--- src/rtl/lut_product_arbiter.sv ---
// lut_product_arbiter
//   Shares one programmable lookup table of {X, Y} product records between
//   NREQ requesters. Round-robin arbitration accepts at most one lookup per
//   cycle. The response is held in a single registered slot with a
//   valid/ready handshake and is tagged with the id of the granted requester.
//   A config write port rewrites table entries at runtime. A config write
//   blocks any grant in the same cycle.
//
// Ports
//   CLK, ASYNCRESET       clock (rising edge), async active-high reset
//   req_valid/req_addr    per-requester lookup request and address
//   req_ready             combinational one-hot (or zero) grant
//   rsp_valid/rsp_ready   response slot handshake
//   rsp_X/rsp_Y/rsp_id    looked-up record and granted requester index
//   cfg_we/cfg_addr/
//   cfg_X/cfg_Y           table write port
//   lookup_cnt            saturating count of accepted lookups
//                         (present only when LUT_ARB_STATS_EN is defined)
//   busy                  mirrors rsp_valid
//
// Optional feature macro: LUT_ARB_STATS_EN

module lut_product_arbiter #(
  parameter int unsigned NREQ   = 2,
  parameter int unsigned ADDR_W = 1,
  parameter int unsigned Y_W    = 2,
  parameter logic [(2**ADDR_W)*(1+Y_W)-1:0] INIT = 6'h1E,
  localparam int unsigned ID_W  = (NREQ > 1) ? $clog2(NREQ) : 1
) (
  input  logic                     CLK,
  input  logic                     ASYNCRESET,
  input  logic [NREQ-1:0]          req_valid,
  input  logic [NREQ*ADDR_W-1:0]   req_addr,
  output logic [NREQ-1:0]          req_ready,
  output logic                     rsp_valid,
  input  logic                     rsp_ready,
  output logic                     rsp_X,
  output logic [Y_W-1:0]           rsp_Y,
  output logic [ID_W-1:0]          rsp_id,
  input  logic                     cfg_we,
  input  logic [ADDR_W-1:0]        cfg_addr,
  input  logic                     cfg_X,
  input  logic [Y_W-1:0]           cfg_Y,
`ifdef LUT_ARB_STATS_EN
  output logic [15:0]              lookup_cnt,
`endif
  output logic                     busy
);

  localparam int unsigned EW    = 1 + Y_W;
  localparam int unsigned DEPTH = 2**ADDR_W;

  localparam logic ST_EMPTY = 1'b0;
  localparam logic ST_FULL  = 1'b1;

  logic            state_q, state_d;
  logic [EW-1:0]   table_q [DEPTH];
  logic [ID_W-1:0] rr_ptr_q;
  logic [ID_W-1:0] winner;
  logic            found;
  logic            can_accept;
  logic            accept;
  logic [ADDR_W-1:0] win_addr;
  logic [EW-1:0]   win_entry;

  // Round-robin search starting at rr_ptr_q, wrapping modulo NREQ
  always_comb begin
    int unsigned idx;
    found  = 1'b0;
    winner = '0;
    idx    = 0;
    for (int unsigned k = 0; k < NREQ; k++) begin
      idx = (32'(rr_ptr_q) + k) % NREQ;
      if (!found && req_valid[ID_W'(idx)]) begin
        found  = 1'b1;
        winner = ID_W'(idx);
      end
    end
  end

  // Address of the winning requester
  always_comb begin
    win_addr = '0;
    for (int r = 0; r < int'(NREQ); r++) begin
      if (ID_W'(r) == winner) win_addr = req_addr[r*ADDR_W +: ADDR_W];
    end
  end

  assign win_entry  = table_q[win_addr];
  assign can_accept = !cfg_we && ((state_q == ST_EMPTY) || rsp_ready);
  assign accept     = found && can_accept && !ASYNCRESET;

  // Grant is held low during reset through the accept term
  always_comb begin
    req_ready = '0;
    if (accept) req_ready[winner] = 1'b1;
  end

  // Response slot next state
  always_comb begin
    state_d = state_q;
    case (state_q)
      ST_EMPTY: if (accept) state_d = ST_FULL;
      ST_FULL:  if (rsp_ready && !accept) state_d = ST_EMPTY;
      default:  state_d = ST_EMPTY;
    endcase
  end

  // Slot, pointer, response payload and table storage
  always_ff @(posedge CLK or posedge ASYNCRESET) begin
    if (ASYNCRESET) begin
      state_q  <= ST_EMPTY;
      rr_ptr_q <= '0;
      rsp_X    <= 1'b0;
      rsp_Y    <= '0;
      rsp_id   <= '0;
      for (int i = 0; i < int'(DEPTH); i++) table_q[i] <= INIT[i*EW +: EW];
    end else begin
      state_q <= state_d;
      if (accept) begin
        rr_ptr_q <= (winner == ID_W'(NREQ - 1)) ? '0 : winner + ID_W'(1);
        rsp_X    <= win_entry[EW-1];
        rsp_Y    <= win_entry[Y_W-1:0];
        rsp_id   <= winner;
      end
      // No lookup is accepted while cfg_we is high, so no read/write race
      if (cfg_we) table_q[cfg_addr] <= {cfg_X, cfg_Y};
    end
  end

  assign rsp_valid = (state_q == ST_FULL);
  assign busy      = rsp_valid;

`ifdef LUT_ARB_STATS_EN
  // Saturating accepted-lookup counter
  always_ff @(posedge CLK or posedge ASYNCRESET) begin
    if (ASYNCRESET) begin
      lookup_cnt <= '0;
    end else if (accept && (lookup_cnt != 16'hFFFF)) begin
      lookup_cnt <= lookup_cnt + 16'd1;
    end
  end
`endif

endmodule

--- config.mk ---
export PLATFORM = sky130hd
export DESIGN_NAME = lut_product_arbiter
export DESIGN_NICKNAME = d
export VERILOG_FILES = /design/src/rtl/lut_product_arbiter.sv
export SDC_FILE = /design/constraint.sdc
export NUM_CORES = 1
export LEC_CHECK = 0
export CORE_UTILIZATION = 46
export DETAILED_ROUTE_END_ITERATION = 16
export DONT_BUFFER_PORTS = 1
export GPL_TIMING_DRIVEN = 1
export PLACE_DENSITY = 0.61
export SYNTH_ARGS = -nofsm -noshare
export SYNTH_HDL_FRONTEND = slang
export SYNTH_SLANG_ARGS = --single-unit
--- constraint.sdc ---
create_clock -name CLK -period 1.9 [get_ports CLK]
set_input_delay 0.285 -clock CLK [delete_from_list [all_inputs] [get_ports CLK]]
set_output_delay 0.285 -clock CLK [all_outputs]
set_load 0.1 [all_outputs]
# == Word-level counts from Yosys, hierarchy flattened ==
# Index checks and enable logic that the tools add are counted.
# classes
addsub,2
order_cmp,7
mux,22
bitwise_logic,3
n_reduce_logical,12
# ops
op,n
$mux 1,13
$mux 3,4
$logic_and 1x1->1,7
$bwmux 6,1
$lt 1x2->1 const B,3
$ge 2x2->1 const B,2
$logic_not 1->1,4
$not 1->2,2
$demux 3 s1,1
$add 1x1->1 const B,2
$lt 2x1->1 const B,1
$mux 2,1
$pmux 1 s2,1
$demux 1 s1,1
$ge 1x1->1 const B,1
$logic_or 1x1->1,1
$not 1->1,1
# totals
reg_bits,12
input_bits,12
out_inout_bits,8
elab_cells,53

# == Logic depth before layout (Yosys ltp) ==
# Gate-level depths: netlist (run 1).
# depth
depth_word,12
mapped_depth,5
ltp_nobuf,3

# == Worst setup path before layout (run 1) ==
# OpenSTA, ideal clock, no wires.
# synth_path
kind,register to output
start,register state_q (netlist: busy)
end,output req_ready[0]
arrival_ns,3.026
required_ns,1.615
slack_ns,-1.411
stages_incl_launch_ff,5
n_path_buf,1
path_cell_list,dfrtp_1 > nor2b_1 > or3_1 > buf_6 > a21oi_1
# synth_between
elab_chain_len,6
# synth_rtl
item,line_no,rtl
from (decl),56,"logic state_q, state_d;"
from (signal assigned),119,state_q <= state_d;
$not 1->1,n/a,
$logic_or 1x1->1,90,assign can_accept = !cfg_we && ((state_q == ST_EMPTY) || rsp_ready);
$logic_and 1x1->1,90,
$logic_and 1x1->1 (2 in a row),91,assign accept = found && can_accept && !ASYNCRESET;
$mux 2,96,if (accept) req_ready[winner] = 1'b1;
to (decl),34,"output logic [NREQ-1:0] req_ready,"
# Every way passes these cells.

# == Worst setup path after layout (run 1) ==
# Same ends and word-level chain as after synthesis.

==> results.sh, run 1 <==
export IMPL_grt_util_met3_pct=6.36
export IMPL_reg2reg_slack_ns=0.36
export IMPL_antenna_found_initial=0
export IMPL_via_per_inst=5.81
export IMPL_peakVddDrop_uv=621
export IMPL_cts_root_buf="clkbuf_4"
export IMPL_cts_tree="done"
export IMPL_slew_headroom_pct=64.0
export IMPL_nets=79
export IMPL_vias=465
export IMPL_fillers=99
export IMPL_arrival_ns=1.59
export IMPL_clk_pin_slew_ns=0.07
export IMPL_dp_slack_ns=0.140
export IMPL_cp_required_ns=1.62
export IMPL_synthesis_instances=54
export IMPL_initial_core_util_pct=53.3
export IMPL_r2r_cells=4
export IMPL_finalWorstPathRequiredPeriod_ns=1.87
export IMPL_firstDrtPassIters=3
export IMPL_rows=12
export IMPL_syn_nets=66
export IMPL_finalClockSkew_ns=0.00199
export IMPL_die_height_um=39.1
export IMPL_synth_edf_count=0
export IMPL_synthMostInstantiatedCell="dfrtp_1"
export IMPL_finalMaxSlewViolations=0
export IMPL_synth_top_area_share_pct=31.7
export IMPL_grt_pass1_wl_um=2040
export IMPL_synth_top_area_cell="dfrtp_1"
export IMPL_antenna_cells=0
export IMPL_grtUsageMet1_pct=21.1
export IMPL_period_share_pct=98.5
export IMPL_clkLatencyLatePin_ns=0.27
export IMPL_synth_warnings=0
export IMPL_drcViolationCount=0
export IMPL_avgSynthCellArea_sq_um=11.7
export IMPL_grt_use_met2_pct=37.1
export IMPL_cp_max_fo=4
export IMPL_crit_start="busy"
export IMPL_endpoint="req_ready[0]"
export IMPL_synthFlopType="dfrtp_1"
export IMPL_setup_viol=0
export IMPL_ant_nets=0
export IMPL_drtIter0Drc=7
export IMPL_cellLeakagePower_nw=0.355
export IMPL_endpoint_kind="primary output"
export IMPL_port_buffers=0
export IMPL_postLayoutSetupSlackWorst_ns=0.0283
export IMPL_wire_per_inst_um=15.1
export IMPL_status="finished clean"
export IMPL_hp_class="input port to flip-flop"
export IMPL_first_global_vias=488
export IMPL_seq_area_frac_synth_pct=48.3
export IMPL_ios=20
export IMPL_syn_to_final_growth_pct=27.3
export IMPL_power_density_mw_per_mm2=1150
export IMPL_rsz0062_at_grt="true"
export IMPL_timing_rr_end="rr_ptr_q"
export IMPL_synth_cell_types=20
export IMPL_ys_async_sr_fraction_pct=100
export IMPL_drv_cap=0
export IMPL_grt_most_used_layer="met2"
export IMPL_final_hold_viol_count=0
export IMPL_core_area_sq_mm=0.00119
export IMPL_clock_sinks=12
export IMPL_worstMarginPinSlew_ns=0.545
export IMPL_place_hpwl_um=961
export IMPL_drive_gt1_share_pct=47.0
export IMPL_grt_util_all_layers_pct=21.0
export IMPL_gr_total_overflow=0
export IMPL_path_class="flip-flop to primary output"
export IMPL_final_area_sq_um=805
export IMPL_grt_max_degree=13
export IMPL_place_congestion=0.736
export IMPL_ys_ff_latch=12
export IMPL_fp_dieArea_sq_mm=0.00153
export IMPL_clk_path_buf_depth=2
export IMPL_cp_start_kind="flip-flop"
export IMPL_ys_top_cells_by_area="dfrtp_1 32%, dfstp_2 17%, mux2_2 11%, o31ai_1 8.3%, mux2i_1 4.8%"
export IMPL_syn_area_sq_um=632
export IMPL_die_x_um=39.1
export IMPL_synth_commonest_cells="8 x dfrtp_1, 7 x o31ai_1, 6 x mux2_2, 4 x dfstp_2, 4 x nor2b_1"
export IMPL_fin_hold_ws_ns=0.155
export IMPL_max_freq_mhz=534
export IMPL_htree_levels=1
export IMPL_drt_wl_total_um=1200
export IMPL_cts_buffers=3
export IMPL_rr_startpoint="busy"
export IMPL_place_area_sq_um=731
state kept, by name, summed over array words and instances, names as in the netlist:
name      flops
table_q       6
rr_ptr_q      1
rsp_X         1
busy          1
rsp_id        1
rsp_Y         2
where the power goes:
group | internal [W] | switching (W)
clock network | 0.000117 | 0.0000835
logic | 0.000110 | 0.000272
registers | 0.000314 | 0.0000286
total | 0.000541 | 0.000384
metal layers:
metal | vias to the layer above | wire length [um]
met4 | 0 | 27
li1 | 224 | -
met5 | - | 0
met3 | 3 | 96
met2 | 18 | 622
met1 | 220 | 458
kinds of logic (layout without fill, tap and decap cells):
family          after synthesis  in the layout  share of synthesized area, %
flops                        12             12                          48.3
mux                          10             10                          17.8
compound gates               12             12                          14.1
buf+inv                       4             16                          4.75
simple gates                 16             16                          15.1
timing repair:
action / CTS / global route
setup buffers: 2 / 1
pin swaps: 1 / 1
endpoints found under the hold margin: 8 / 0
resized for setup: 1 / 0
hold buffers: 1 / 0
setup endpoints to repair: 2 / 2
stage by stage:
step / util, % / total power [W] / setup TNS (ns) / std cells
after CTS: 67.2 / 0.000933 / -0.0243 / 79
after detailed placement: 61.6 / 0.000723 / 0 / 72
after global routing: 67.8 / 0.000970 / -0.0230 / 80
after floorplan: - / 0.000657 / -0.290 / 54
final: 67.8 / 0.000925 / 0 / 80
after global placement: 61.6 / 0.000712 / 0 / 72
cell type report:
| type | instances | area, sq um | area share, % |
|---|---|---|---|
| Clock buffer | 4 | 36.3 | 4.51 |
| Inverter | 1 | 3.75 | 0.467 |
| Multi-Input combinational cell | 38 | 328 | 40.7 |
| Sequential cell | 12 | 309 | 38.4 |
| Tap cell | 14 | 17.5 | 2.18 |
| Timing Repair Buffer | 11 | 110 | 13.7 |
worst min-delay path by stage:
stage | startpoint | end | slack (ns) | depth (start not counted)
after global placement | ASYNCRESET | table_q[2] | 0.18 | 1
after floorplan | ASYNCRESET | rr_ptr_q | 0.15 | 1
after CTS | cfg_Y[0] | table_q[3] | 0.15 | 1
after global routing | cfg_Y[0] | table_q[3] | 0.14 | 1
final | cfg_Y[0] | table_q[3] | 0.16 | 1
after detailed placement | ASYNCRESET | table_q[2] | 0.21 | 1
worst max-delay path, stage by stage (launching register included):
cell,delay (ns)
dfrtp_4,0.47
nor2b_4,0.13
or3_4,0.37
a21oi_4,0.15
buf_12,0.19
layout by cell type (no fill, tap or decap), types with 2 or more instances in the layout:
cell,netlist,final
o31ai_1,7,7
dfrtp_1,8,7
dfstp_2,4,4
mux2_2,6,6
or2b_1,2,2
buf_12,0,2
mux2i_1,3,3
a221oi_1,3,3
and3_1,3,3
buf_4,2,8
nand2_1,2,2
clkbuf_4,0,3
nor2b_1,4,3
No activity file was read; power rests on OpenSTA's default activity.
==> run 2: changes to the inputs <==
SLEW_MARGIN = 10   (was not set)
==> results of run 2 <==
The final DEF is identical to that of run 1; final timing and power are the same.
==> run 3: changes to the inputs <==
CORE_MARGIN = 2   (was not set)
==> results.sh, run 3 (synthesis gave the netlist of run 1 again) <==
export IMPL_cp_required_ns=1.62
export IMPL_clkLatencyLatePin_ns=0.27
export IMPL_hp_class="input port to flip-flop"
export IMPL_fp_dieArea_sq_mm=0.00169
export IMPL_cp_max_fo=4
export IMPL_grt_util_all_layers_pct=19.8
export IMPL_first_global_vias=520
export IMPL_core_area_sq_mm=0.00128
export IMPL_finalWorstPathRequiredPeriod_ns=1.88
export IMPL_power_density_mw_per_mm2=1130
export IMPL_ant_nets=0
export IMPL_drv_cap=0
export IMPL_cts_root_buf="clkbuf_4"
export IMPL_total_power_w=0.000896
export IMPL_placed_cells=73
export IMPL_cp_start_kind="flip-flop"
export IMPL_finalClockSkew_ns=0.0127
export IMPL_fin_setup_tns_ns=0
export IMPL_antenna_cells=0
export IMPL_reg_top3="table_q x6, rsp_Y x2"
export IMPL_port_buffers=0
export IMPL_drt_wl_total_um=1360
export IMPL_clk_pin_slew_ns=0.08
export IMPL_gr_total_overflow=0
export IMPL_setup_viol=0
export IMPL_ios=20
export IMPL_clock_sinks=12
export IMPL_die_x_um=41.1
export IMPL_cts_tree="done"
export IMPL_nets=79
export IMPL_cp_slowest_cell="dfrtp_4"
export IMPL_grt_max_degree=13
export IMPL_top_register="table_q"
export IMPL_instances_no_fill=81
export IMPL_status="finished clean"
export IMPL_syn_to_final_growth_pct=25.9
export IMPL_drtIter0Drc=12
export IMPL_min_path_cells=1
export IMPL_antenna_found_initial=0
export IMPL_firstDrtPassIters=4
export IMPL_wire_per_inst_um=16.7
export IMPL_final_hold_viol_count=0
export IMPL_place_hpwl_um=1010
export IMPL_period_share_pct=98.9
export IMPL_rows=13
export IMPL_final_cell_mix="8 x buf_4, 7 x o31ai_1, 7 x dfrtp_1"
export IMPL_finalMaxSlewViolations=0
export IMPL_htree_levels=1
export IMPL_largest_register_ffs=6
export IMPL_vias=483
export IMPL_cp_cell_sequence="nor2b_4, or3_4, a21oi_4, buf_12"
export IMPL_die_height_um=41.1
export IMPL_final_common_cell="buf_4"
export IMPL_min_from="cfg_X"
export IMPL_initial_core_util_pct=49.2
export IMPL_slew_headroom_pct=64.0
export IMPL_clk_path_buf_depth=2
export IMPL_path_class="flip-flop to primary output"
export IMPL_slowest_delay_ns=0.48
export IMPL_worstMarginPinSlew_ns=0.544
export IMPL_crit_start="busy"
export IMPL_r2r_cells=4
export IMPL_arrival_ns=1.59
export IMPL_via_per_inst=5.96
export IMPL_max_freq_mhz=532
export IMPL_drcViolationCount=0
export IMPL_grt_pass1_wl_um=2080
export IMPL_cellLeakagePower_nw=0.349
export IMPL_place_congestion=0.742
export IMPL_peakVddDrop_uv=588
export IMPL_drive_gt1_share_pct=45.5
export IMPL_endpoint_kind="primary output"
export IMPL_rr_startpoint="busy"
export IMPL_rsz0062_at_grt="true"
export IMPL_cts_buffers=3
[run 3: cell type report]
| class | count | area, sq um |
|---|---|---|
| Sequential cell | 12 | 309 |
| Clock buffer | 4 | 26.3 |
| Fill cell | 106 | 489 |
| Multi-Input combinational cell | 38 | 328 |
| Timing Repair Buffer | 11 | 110 |
| Tap cell | 15 | 18.8 |
| Inverter | 1 | 3.75 |
[run 3: report_power, final]
part           switching (W)  internal (W)
Sequential         0.0000313      0.000314
Combinational       0.000276      0.000110
Clock              0.0000837     0.0000811
Total               0.000391      0.000505
[run 3: routing by layer]
metal / wire, um / GRT usage, % / vias to the layer above
met5: 0 / 0 / -
met4: 10 / 11.7 / 0
met3: 84 / 5.98 / 2
met2: 775 / 38.3 / 15
met1: 487 / 17.2 / 243
li1: - / - / 223
[run 3: what timing repair did]
action / 4_1_cts / 5_1_grt
setup endpoints to repair: 2 / 2
endpoints found under the hold margin: 8 / 0
buffers inserted: 2 / 1
pin swaps: 1 / 1
resized for setup: 1 / 0
hold buffers: 1 / 0
[run 3: worst max-delay path: cells and delay by family (launching register included)]
family | cells | cell delay [ns]
simple gates | 2 | 0.50
flops | 1 | 0.48
buf+inv | 1 | 0.19
compound gates | 1 | 0.15
[run 3: final timing paths]
check,to,slack [ns]
min,table_q[2],0.16
max in group asynchronous,table_q[1],1.09
min in group asynchronous,table_q[2],0.45
max,req_ready[0],0.02
min reg2reg,rsp_id,0.50
max reg2reg,rr_ptr_q,0.32
[run 3: through the flow]
step	worst slack, ns	hold slack [ns]	cell area, sq um	utilization, %
final	0.0206	0.161	796	61.9
after global routing	-0.0185	0.151	796	61.9
after CTS	-0.0232	0.157	788	61.3
after detailed placement	0.139	0.203	732	57.0
after global placement	0.166	0.185	732	57.0
after floorplan	-0.179	0.147	662	-
